File: config.mk
export PLATFORM = sky130hd
export DESIGN_NAME = dmem_ctrl_flat
export DESIGN_NICKNAME = d
export VERILOG_FILES = /design/src/rtl/dmem_pkg.sv /design/src/rtl/dmem_ctrl_if.sv /design/src/rtl/dmem_byte_merge.sv /design/src/rtl/dmem_ctrl.sv /design/src/flat_wrapper.sv
export SDC_FILE = /design/constraint.sdc
export NUM_CORES = 1
export LEC_CHECK = 0
export CAP_MARGIN = 20
export CORE_ASPECT_RATIO = 1.2
export CORE_UTILIZATION = 40
export CTS_CLUSTER_DIAMETER = 200
export CTS_CLUSTER_SIZE = 16
export DETAILED_ROUTE_END_ITERATION = 12
export PLACE_DENSITY = 0.77
export RECOVER_POWER = 100
export SETUP_SLACK_MARGIN = 0.1
export SLEW_MARGIN = 0
export SYNTH_ARGS = -nofsm -noshare
export SYNTH_HDL_FRONTEND = slang
export SYNTH_SLANG_ARGS = --single-unit
File: constraint.sdc
create_clock -name clk -period 3.4 [get_ports clk]
set_input_delay 0.34 -clock clk [delete_from_list [all_inputs] [get_ports clk]]
set_output_delay 0.34 -clock clk [all_outputs]
set_load 0.05 [all_outputs]
File: src/rtl/dmem_pkg.sv
// Shared types and access-size helpers for the data-memory controller.
// Build option DMEM_BYTE_WE_EN selects byte-enable SRAM writes instead of read-modify-write.
package dmem_pkg;

  typedef enum logic [1:0] {
    IDLE    = 2'd0,
    LD_WAIT = 2'd1,
    RMW_RD  = 2'd2,
    RMW_WR  = 2'd3
  } dmem_state_t;

  localparam logic [2:0] F3_B  = 3'b000;
  localparam logic [2:0] F3_H  = 3'b001;
  localparam logic [2:0] F3_W  = 3'b010;
  localparam logic [2:0] F3_BU = 3'b100;
  localparam logic [2:0] F3_HU = 3'b101;

  // Reserved encodings (011/110/111) fall through to the word case.
  function automatic logic [3:0] lane_mask(input logic [2:0] funct3, input logic [1:0] offset);
    case (funct3)
      F3_B, F3_BU: lane_mask = 4'b0001 << offset;
      F3_H, F3_HU: lane_mask = 4'b0011 << {offset[1], 1'b0};
      default:     lane_mask = 4'b1111;
    endcase
  endfunction

  function automatic logic misaligned(input logic [2:0] funct3, input logic [1:0] offset);
    case (funct3)
      F3_B, F3_BU: misaligned = 1'b0;
      F3_H, F3_HU: misaligned = offset[0];
      default:     misaligned = (offset != 2'b00);
    endcase
  endfunction

endpackage

File: src/rtl/dmem_ctrl_if.sv
// LSU-side request/response and SRAM-side signals of the data-memory controller.
// mem_be exists only when DMEM_BYTE_WE_EN is defined.
interface dmem_ctrl_if #(parameter int ADDR_W = 10);
  logic              MemReqM;
  logic              MemWriteM;
  logic [2:0]        funct3M;
  logic [31:0]       AddrM;
  logic [31:0]       StoreDataM;
  logic [31:0]       ReadDataM;
  logic              StallM;
  logic              DoneM;
  logic              MisalignM;
  logic              mem_en;
  logic              mem_we;
  logic [ADDR_W-1:0] mem_addr;
  logic [31:0]       mem_wdata;
  logic [31:0]       mem_rdata;
`ifdef DMEM_BYTE_WE_EN
  logic [3:0]        mem_be;

  modport slave (
    input  MemReqM, MemWriteM, funct3M, AddrM, StoreDataM, mem_rdata,
    output ReadDataM, StallM, DoneM, MisalignM, mem_en, mem_we, mem_addr, mem_wdata, mem_be
  );
  modport master (
    output MemReqM, MemWriteM, funct3M, AddrM, StoreDataM, mem_rdata,
    input  ReadDataM, StallM, DoneM, MisalignM, mem_en, mem_we, mem_addr, mem_wdata, mem_be
  );
`else
  modport slave (
    input  MemReqM, MemWriteM, funct3M, AddrM, StoreDataM, mem_rdata,
    output ReadDataM, StallM, DoneM, MisalignM, mem_en, mem_we, mem_addr, mem_wdata
  );
  modport master (
    output MemReqM, MemWriteM, funct3M, AddrM, StoreDataM, mem_rdata,
    input  ReadDataM, StallM, DoneM, MisalignM, mem_en, mem_we, mem_addr, mem_wdata
  );
`endif
endinterface

File: src/rtl/dmem_byte_merge.sv
// Replicates store data into every lane of its size and splices the enabled lanes over old_word.
// Purely combinational; with be=1111 the output is the plain lane replication.
module byte_merge
  import dmem_pkg::*;
(
  input  logic [31:0] old_word,
  input  logic [31:0] store_data,
  input  logic [2:0]  funct3,
  input  logic [3:0]  be,
  output logic [31:0] merged_word
);

  logic [31:0] repl;

  always_comb begin
    case (funct3)
      F3_B, F3_BU: repl = {4{store_data[7:0]}};
      F3_H, F3_HU: repl = {2{store_data[15:0]}};
      default:     repl = store_data;
    endcase
    for (int i = 0; i < 4; i++) begin
      merged_word[8*i +: 8] = be[i] ? repl[8*i +: 8] : old_word[8*i +: 8];
    end
  end

endmodule

File: src/rtl/dmem_ctrl.sv
// M-stage data-memory controller: 2-cycle loads, 1-cycle sw, 3-cycle sb/sh read-modify-write.
// Defining DMEM_BYTE_WE_EN makes sb/sh single-cycle byte-enable writes and drops the RMW states.
module dmem_ctrl
  import dmem_pkg::*;
#(
  parameter int ADDR_W = 10
) (
  input  logic       clk,
  input  logic       reset,
  dmem_ctrl_if.slave bus
);

  dmem_state_t state_q, state_d;
  logic [31:0] hold_q, hold_d;
  logic [1:0]  off;
  logic [3:0]  mask;
  logic [3:0]  merge_be;
  logic        mis;
  logic [31:0] rot;
  logic [31:0] merged;

  logic        stall, done, misal, en, we;
  logic [31:0] rdata, wdata;

  assign off  = bus.AddrM[1:0];
  assign mask = lane_mask(bus.funct3M, off);
  assign mis  = misaligned(bus.funct3M, off);

  always_comb begin
    case (off)
      2'd0:    rot = bus.mem_rdata;
      2'd1:    rot = {bus.mem_rdata[7:0],  bus.mem_rdata[31:8]};
      2'd2:    rot = {bus.mem_rdata[15:0], bus.mem_rdata[31:16]};
      default: rot = {bus.mem_rdata[23:0], bus.mem_rdata[31:24]};
    endcase
  end

`ifdef DMEM_BYTE_WE_EN
  assign merge_be = 4'b1111;
  logic [3:0] be;
`else
  assign merge_be = mask;
  logic [31:0] merge_q, merge_d;
`endif

  byte_merge u_merge (
    .old_word    (bus.mem_rdata),
    .store_data  (bus.StoreDataM),
    .funct3      (bus.funct3M),
    .be          (merge_be),
    .merged_word (merged)
  );

  always_ff @(posedge clk or posedge reset) begin
    if (reset) begin
      state_q <= IDLE;
      hold_q  <= '0;
`ifndef DMEM_BYTE_WE_EN
      merge_q <= '0;
`endif
    end else begin
      state_q <= state_d;
      hold_q  <= hold_d;
`ifndef DMEM_BYTE_WE_EN
      merge_q <= merge_d;
`endif
    end
  end

  always_comb begin
    state_d = state_q;
    hold_d  = hold_q;
    rdata   = hold_q;
    stall   = 1'b0;
    done    = 1'b0;
    misal   = 1'b0;
    en      = 1'b0;
    we      = 1'b0;
    wdata   = '0;
`ifdef DMEM_BYTE_WE_EN
    be      = 4'b0000;
`else
    merge_d = merge_q;
`endif
    case (state_q)
      IDLE: begin
        if (bus.MemReqM) begin
          if (mis) begin
            misal = 1'b1;
            done  = 1'b1;
          end else if (!bus.MemWriteM) begin
            en      = 1'b1;
            stall   = 1'b1;
            state_d = LD_WAIT;
          end else if (mask == 4'b1111) begin
            en    = 1'b1;
            we    = 1'b1;
            wdata = bus.StoreDataM;
            done  = 1'b1;
`ifdef DMEM_BYTE_WE_EN
            be    = 4'b1111;
`endif
          end else begin
`ifdef DMEM_BYTE_WE_EN
            en    = 1'b1;
            we    = 1'b1;
            wdata = merged;
            be    = mask;
            done  = 1'b1;
`else
            // Sub-word store: fetch the old word first, write it back merged.
            en      = 1'b1;
            stall   = 1'b1;
            state_d = RMW_RD;
`endif
          end
        end
      end
      LD_WAIT: begin
        rdata   = rot;
        hold_d  = rot;
        done    = 1'b1;
        state_d = IDLE;
      end
`ifndef DMEM_BYTE_WE_EN
      RMW_RD: begin
        merge_d = merged;
        stall   = 1'b1;
        state_d = RMW_WR;
      end
      RMW_WR: begin
        en      = 1'b1;
        we      = 1'b1;
        wdata   = merge_q;
        done    = 1'b1;
        state_d = IDLE;
      end
`endif
      default: state_d = IDLE;
    endcase
  end

  // Outputs are forced low during reset so an in-flight RMW write never reaches the SRAM.
  assign bus.ReadDataM = reset ? 32'd0 : rdata;
  assign bus.StallM    = stall & ~reset;
  assign bus.DoneM     = done  & ~reset;
  assign bus.MisalignM = misal & ~reset;
  assign bus.mem_en    = en    & ~reset;
  assign bus.mem_we    = we    & ~reset;
  assign bus.mem_wdata = reset ? 32'd0 : wdata;
  assign bus.mem_addr  = reset ? '0 : bus.AddrM[ADDR_W+1:2];
`ifdef DMEM_BYTE_WE_EN
  assign bus.mem_be    = reset ? 4'b0000 : be;
`endif

endmodule

File: src/flat_wrapper.sv
// flat-port wrapper written by rule: the top's interface ports become plain ports
module dmem_ctrl_flat import dmem_pkg::*;
#(
  parameter int ADDR_W = 10
)
  (clk, reset, bus_MemReqM, bus_MemWriteM, bus_funct3M, bus_AddrM, bus_StoreDataM, bus_mem_rdata, bus_ReadDataM, bus_StallM, bus_DoneM, bus_MisalignM, bus_mem_en, bus_mem_we, bus_mem_addr, bus_mem_wdata);
  dmem_ctrl_if #(.ADDR_W(ADDR_W)) bus_i ();
  input  logic clk;
  input  logic reset;
  input wire logic [$bits(bus_i.MemReqM)-1:0] bus_MemReqM;
  input wire logic [$bits(bus_i.MemWriteM)-1:0] bus_MemWriteM;
  input wire logic [$bits(bus_i.funct3M)-1:0] bus_funct3M;
  input wire logic [$bits(bus_i.AddrM)-1:0] bus_AddrM;
  input wire logic [$bits(bus_i.StoreDataM)-1:0] bus_StoreDataM;
  input wire logic [$bits(bus_i.mem_rdata)-1:0] bus_mem_rdata;
  output wire logic [$bits(bus_i.ReadDataM)-1:0] bus_ReadDataM;
  output wire logic [$bits(bus_i.StallM)-1:0] bus_StallM;
  output wire logic [$bits(bus_i.DoneM)-1:0] bus_DoneM;
  output wire logic [$bits(bus_i.MisalignM)-1:0] bus_MisalignM;
  output wire logic [$bits(bus_i.mem_en)-1:0] bus_mem_en;
  output wire logic [$bits(bus_i.mem_we)-1:0] bus_mem_we;
  output wire logic [$bits(bus_i.mem_addr)-1:0] bus_mem_addr;
  output wire logic [$bits(bus_i.mem_wdata)-1:0] bus_mem_wdata;
  assign bus_i.MemReqM = bus_MemReqM;
  assign bus_i.MemWriteM = bus_MemWriteM;
  assign bus_i.funct3M = bus_funct3M;
  assign bus_i.AddrM = bus_AddrM;
  assign bus_i.StoreDataM = bus_StoreDataM;
  assign bus_i.mem_rdata = bus_mem_rdata;
  assign bus_ReadDataM = bus_i.ReadDataM;
  assign bus_StallM = bus_i.StallM;
  assign bus_DoneM = bus_i.DoneM;
  assign bus_MisalignM = bus_i.MisalignM;
  assign bus_mem_en = bus_i.mem_en;
  assign bus_mem_we = bus_i.mem_we;
  assign bus_mem_addr = bus_i.mem_addr;
  assign bus_mem_wdata = bus_i.mem_wdata;
  dmem_ctrl #(.ADDR_W(ADDR_W)) u_core (.clk(clk), .reset(reset), .bus(bus_i));
endmodule
==> qor.yml, run 1 <==
placed_design:
  io_buffers: 160
  gp_congestion: 0.9026
  dp_hpwl_mm: 11.68
timing:
  max_slew_margin_pct: 23.43
  grt_setup_unrepaired: "false"
  holdWs_ps: 480.7
  tightestPinTransition_ps: 1149
  finClkSkew_ps: 4.894
  layout_min_cycle_time_ps: 3134
  max_freq_mhz: 319.1
  setup_viol: 0
  drv_slew: 0
  hold_viol: 0
  tns_ps: 0
  period_share_pct: 92.17
drt:
  drtIter0Drc: 390
  drtPass1Iterations: 5
  drt-total-wl_mm: 15.86
  vias: 4714
  viasPerCell: 6.005
  drtAntennaViolNets: 0
  avgRoutedWirePerCell_um: 20.20
  route.detailed.drc: 0
finish:
  drive_above_1_share_pct: 19.16
  num-nets-final: 727
  diodes: 0
  syn_to_final_growth_pct: 33.04
logic_synthesis:
  yosys_register_bits: 66
  ys_async_sr_fraction_pct: 100.0
  ys.flop_type: "dfrtp_1"
  yosys_warnings: 0
  synth_cell_types: 49
  synth_edf_count: 0
  synth_top_area_share_pct: 31.91
  synth_nets: 599
  ys_seq_area_share_pct: 31.91
  postSynthAreaPerCell_um2: 10.52
  syn-cell-area_um2: 5176
  netlist_top_cells_area: "dfrtp_1 (32%), mux4_2 (14%), mux2_4 (8.7%)"
  synthesis.instances: 492
  synth.largest_area_cell: "dfrtp_1"
clock_tree:
  clock_latency_ps: 330
  post-cts-setup-buffers: 0
  clockBufferDepth: 2
  hold_buffers: 0
  clkTransAtPathRegs_ps: 50
  cts_max_level: 3
  clock_sinks: 66
  clockRootBuffer: "clkbuf_16"
  cts_buffers: 9
  cts_resized: 0
  cts_tree: "yes"
run:
  maxCapViolations: 0
setup_path:
  worst-path-max-fanout: 24
  cp_num_buf_inv: 3
  cp_data_required_time_ps: 3060
  arrival_ps: 2790
  crit_cells: 7
  slowest_delay_ps: 710
  path_delay_family: "buffers and inverters"
  setup.worst_path.start_class: "flop"
  crit_type: "reg -> out"
  worstRegToRegCells: 6
  end_kind: "primary output"
  crit_chain: "inv_1 -> ha_1 -> and2_0 -> buf_12 -> a32oi_1 -> nor2_1 -> clkbuf_1"
  cp_slowest_cell: "and2_0"
floorplan:
  dieHeight_um: 126.6
  num_rows: 45
  coreArea_um2: 12610
  initial_utilization_pct: 41.04
  die-width_um: 105.8
  dieArea_um2: 13400
  pin_count: 182
pwr:
  power_density_nw_per_um2: 661.3
  power_leakage_nw: 2.751
  peakVddDrop_mv: 0.3749
global_routing:
  grt_pass1_vias: 4656
  grt_pass1_wl_mm: 25.44
  grt_max_degree: 52
  gr-total-overflow: 0
  antenna_found_initial: 0
  grtUsageTotal_pct: 24.35
status:
  outcome: "complete, no violations"
worst_hold_path:
  hold_class: "in -> async"
final timing paths:
check | start | end | slack [ps]
min in group clk | u_core.hold_q[2] | u_core.hold_q[2] | 480
max reg2reg | u_core.state_q[0] | u_core.merge_q[24] | 1210
min reg2reg | u_core.hold_q[2] | u_core.hold_q[2] | 480
max in group asynchronous | reset | u_core.hold_q[14] | 1510
max | u_core.state_q[0] | bus_mem_wdata[24] | 270
min | reset | u_core.hold_q[1] | 480
cells in the final DEF (no fill, tap or decap), drive strengths merged, types with 7 or more instances in the layout:
cell	n
mux4	32
o211ai	8
clkdlybuf4s50	77
nand2b	8
dfrtp	66
dlygate4sd3	31
inv	11
clkbuf	39
and2	33
mux2i	16
nor2	34
a32oi	32
nand2	39
a21oi	10
a221o	7
o311ai	11
o21ai	12
o2111ai	17
mux2	32
nor2b	19
buf	38
o221ai	9
worst reg2reg max path: cells and delay by family (launching register included):
kind,cells,cell delay (ps)
DFF,1,390
AOI/OAI and AO/OA,2,930
adders and majority gates,1,200
buffers and inverters,3,600
layer usage:
metal / GRT usage (%) / wire [um]
met1: 33.25 / 6761
met2: 37.87 / 7539
met3: 4.985 / 1181
met4: 9.722 / 376
met5: 0 / 0
report_power, final:
group          leakage, nW  switching, W  total [W]  internal [W]
clock                0.123      0.000328   0.000824      0.000495
combinational         1.83       0.00143    0.00237      0.000934
sequential           0.797      0.000184    0.00136       0.00118
total                 2.75       0.00195    0.00455       0.00261
cell type report:
cell class,count,area [um^2]
clock buffers,11,242.7
clock inverters,1,5.005
fillers,1140,5725
inverters,13,50.05
multi-input cells,355,3094
flip-flops and latches,66,1652
well taps,164,205.2
repair buffers,175,1638
flip-flops by register name, summed over array words and instances (netlist names):
name	flops
u_core.hold_q	32
u_core.merge_q	32
u_core.state_q	2
cell usage after synthesis, drive strengths merged, types with 9 or more instances:
library cell / number
inv: 12
o21ai: 12
o2111ai: 17
dfrtp: 66
clkbuf: 37
o221ai: 9
mux2: 32
nand2: 39
nor2: 34
mux4: 32
nor2b: 19
a21oi: 10
and2: 33
buf: 21
a32oi: 32
mux2i: 16
o311ai: 11
through the flow:
step / instance area (um^2) / utilization [%] / total power, W / cells / setup WS [ps]
5_1_grt: 6887 / 54.60 / 0.004784 / 785 / 141.2
4_1_cts: 7146 / 56.66 / 0.004833 / 785 / 373.5
3_3_place_gp: 6898 / 54.69 / 0.003923 / 773 / 535.5
3_5_place_dp: 6898 / 54.69 / 0.003994 / 773 / 494.5
2_1_floorplan: 5177 / - / 0.003221 / 492 / 811.7
6_report: 6887 / 54.60 / 0.004554 / 785 / 266.3
kinds of logic after synthesis:
| group | synth area share, % |
|---|---|
| multiplexers | 26.15 |
| AND/OR/NAND/NOR | 15.03 |
| adder cells (fa/ha/maj) | 0.9669 |
| buffers and inverters | 6.816 |
| AO/OA/AOI/OAI | 19.12 |
| flip-flops | 31.91 |
(Power assumes the default switching activity.)
==> run 2: changes to the inputs <==
Settings changed: ABC_AREA set to 1, RECOVER_POWER 100 to not set.
==> qor.yml, run 2 <==
timing:
  tns_ps: 0  # unchanged
  layout_min_cycle_time_ps: 2876  # was 3134 ps
  tightestPinTransition_ps: 873.8  # was 1149 ps
  hold_viol: 0  # unchanged
  finClkSkew_ps: 4.711  # was 4.894 ps
  period_share_pct: 84.58  # was 92.17%
  setup_viol: 0  # unchanged
  grt_setup_unrepaired: "false"  # unchanged
  max_freq_mhz: 347.8  # was 319.1 MHz
  max_slew_margin_pct: 41.75  # was 23.43%
  drv_slew: 0  # unchanged
clock_tree:
  clock_sinks: 66  # unchanged
  clockRootBuffer: "clkbuf_16"  # unchanged
  hold_buffers: 0  # unchanged
  cts_tree: "yes"  # unchanged
  cts_buffers: 9  # unchanged
  cts_max_level: 3  # unchanged
  clockBufferDepth: 2  # unchanged
  clock_latency_ps: 340  # was 330 ps
  clkTransAtPathRegs_ps: 60  # was 50 ps
logic_synthesis:
  synthTopCellsByCount: "nand2_1 (336), nand3_1 (101), a21oi_1 (100), dfrtp_1 (66), nor2_1 (51)"  # was dfrtp_1 (66), nand2_1 (39), clkbuf_1 (37), nor2_1 (34)
  synth_nets: 980  # was 599
  yosys_warnings: 0  # unchanged
  synth_top_area_share_pct: 30.91  # was 31.91%
  synth_cell_types: 27  # was 49
  synth_edf_count: 0  # unchanged
  ys.flop_type: "dfrtp_1"  # unchanged
  postSynthAreaPerCell_um2: 6.121  # was 10.52 um^2
  ys_async_sr_fraction_pct: 100.0  # unchanged
  netlist_top_cells_area: "dfrtp_1 (31%), nand2_1 (24%), nand3_1 (9.5%)"  # was dfrtp_1 (32%), mux4_2 (14%), mux2_4 (8.7%)
  synth_most_common_cell: "nand2_1"  # was dfrtp_1
  ys_seq_area_share_pct: 30.91  # was 31.91%
  synth.largest_area_cell: "dfrtp_1"  # unchanged
  yosys_register_bits: 66  # unchanged
  synthesis.instances: 873  # was 492
  syn-cell-area_um2: 5344  # was 5176 um^2
finish:
  most-common-layout-cells: "nand2_1 (336), nand3_1 (101), a21oi_1 (100)"  # was clkdlybuf4s50_1 (77), dfrtp_1 (66), nand2_1 (39)
  diodes: 0  # unchanged
  syn_to_final_growth_pct: 46.69  # was 33.04%
  largest_registers: "u_core.hold_q (32), u_core.merge_q (32), u_core.state_q (2)"  # unchanged
  final_cells: 1162  # was 785
  num-nets-final: 1101  # was 727
  drive_above_1_share_pct: 11.62  # was 19.16%
  final_common_cell: "nand2_1"  # was clkdlybuf4s50_1
drt:
  avgRoutedWirePerCell_um: 16.00  # was 20.20 um
  viasPerCell: 5.557  # was 6.005
  vias: 6457  # was 4,714
  drtIter0Drc: 580  # was 390
  drtPass1Iterations: 5  # unchanged
  route.detailed.drc: 0  # unchanged
  drt-total-wl_mm: 18.60  # was 15.86 mm
  drtAntennaViolNets: 0  # unchanged
pwr:
  power_leakage_nw: 3.658  # was 2.751 nW
  power_density_nw_per_um2: 683.4  # was 661.3 nW/um^2
  peakVddDrop_mv: 0.5134  # was 0.3749 mV
worst_hold_path:
  hold_class: "reg -> reg"  # was in -> async
  hold_start: "u_core.hold_q[6]"
setup_path:
  r2r_start: "u_core.state_q[0]"  # unchanged
  crit_chain: "inv_1 -> ha_1 -> nand2_1 -> clkinvlp_4 -> nand4_1 -> a21oi_1 -> buf_12"  # was inv_1 -> ha_1 -> and2_0 -> buf_12 -> a32oi_1 -> nor2_1 -> clkbuf_1
  setup.worst_path.start_class: "flop"  # unchanged
  arrival_ps: 2540  # was 2790 ps
  cp_num_buf_inv: 3  # unchanged
  cp-startpoint: "u_core.state_q[0]"  # unchanged
  end_kind: "primary output"  # unchanged
  slowest_delay_ps: 450  # was 710 ps
  worst-path-max-fanout: 36  # was 24
  cp_slowest_cell: "clkinvlp_4"  # was and2_0
  path_delay_family: "buffers and inverters"  # unchanged
  crit_type: "reg -> out"  # unchanged
  cp_data_required_time_ps: 3060  # about the same
placed_design:
  gp_congestion: 0.9533  # was 0.9026
  dp_cells: 1146  # was 773
  dp_hpwl_mm: 13.24  # was 11.68 mm
  io_buffers: 160  # unchanged
global_routing:
  grtUsageTotal_pct: 27.41  # was 24.35%
  grt_max_degree: 67  # was 52
  gr-total-overflow: 0  # unchanged
  grt_pass1_wl_mm: 29.63  # was 25.44 mm
  antenna_found_initial: 0  # unchanged
  grt_pass1_vias: 5843  # was 4,656
floorplan:
  die-width_um: 107.5  # was 105.8 um
  dieArea_um2: 13830  # was 13,400 um^2
  initial_utilization_pct: 41.63  # was 41.04%
  dieHeight_um: 128.6  # was 126.6 um
  num_rows: 45  # unchanged
  pin_count: 182  # unchanged
  coreArea_um2: 12840  # was 12,610 um^2
run:
  maxCapViolations: 0  # unchanged
status:
  outcome: "complete, no violations"  # unchanged
-- run 2: cell count changes after synthesis, sizes merged, moves of 25 or more --
cell | before | now
mux4 | 32 | 0
mux2 | 32 | 0
a32oi | 32 | 0
a21oi | 10 | 100
nand4 | 1 | 32
buf | 21 | 46
inv | 12 | 53
nand3 | 0 | 103
nand2 | 39 | 341
and2 | 33 | 0
o21ai | 12 | 50
-- run 2: final timing paths --
kind,endpoint,slack [ps],depth (start not counted)
worst max-delay path,bus_mem_wdata[12],520,7
worst min-delay path,u_core.hold_q[6],470,2
min in group asynchronous,u_core.merge_q[29],610,4
worst max register to register,u_core.merge_q[25],1880,6
worst min register to register,u_core.hold_q[6],470,2
max in group asynchronous,u_core.hold_q[24],2220,4
-- run 2: cell type report --
class                   instances  area [um^2]
clock buffers                  11        232.7
well taps                     164        205.2
fillers                      1169         4999
clock inverters                 4        20.02
repair buffers                174         2420
flip-flops and latches         66         1652
inverters                      57        220.2
multi-input cells             686         3089
-- run 2: power by group --
group	internal [W]	total (W)	switching [W]	leakage, nW
registers	0.00117	0.00134	0.000173	0.811
clock network	0.000484	0.000824	0.000340	0.129
logic	0.00125	0.00319	0.00195	2.72
-- run 2: per-layer routing --
metal | vias to the layer above | track usage (%) | wire [um]
li1 | 3087 | - | -
met1 | 2913 | 36.62 | 7415
met2 | 407 | 42.65 | 8523
met3 | 50 | 5.015 | 1930
met4 | 0 | 13.22 | 726
met5 | - | 0 | 0
-- run 2: stage by stage --
stage	worst slack, ps	hold WS [ps]	power [W]	utilization (%)	cell area, um^2
2_1_floorplan	227.8	443.5	0.003201	-	5344
3_3_place_gp	611.7	456.7	0.004426	58.85	7555
3_5_place_dp	592.1	460.4	0.004468	58.85	7555
4_1_cts	288.5	474.4	0.005309	60.82	7807
5_1_grt	431.3	488.1	0.005686	61.06	7839
6_report	524.4	470.5	0.005357	61.06	7839
-- run 2: worst min-delay path, stage by stage, from the launching register on --
cell	delay [ps]
dfrtp_1	310
nand2_1	60
nand2_1	60
-- run 2: timing repair --
action / 4_1_cts / 5_1_grt
setup endpoints to repair: 0 / 1
hold endpoints to repair: 0 / 0
buffers inserted: 0 / 0
gates resized for setup: 0 / 1
-- run 2: cells by family (layout without fill, tap and decap cells) --
family | count (synthesis) | count (layout) | share of synthesized area [%]
fa+ha+maj | 4 | 4 | 0.9366
flops | 66 | 66 | 30.91
compound gates | 150 | 150 | 14.26
buf+inv | 121 | 246 | 11.29
simple gates | 532 | 532 | 42.61
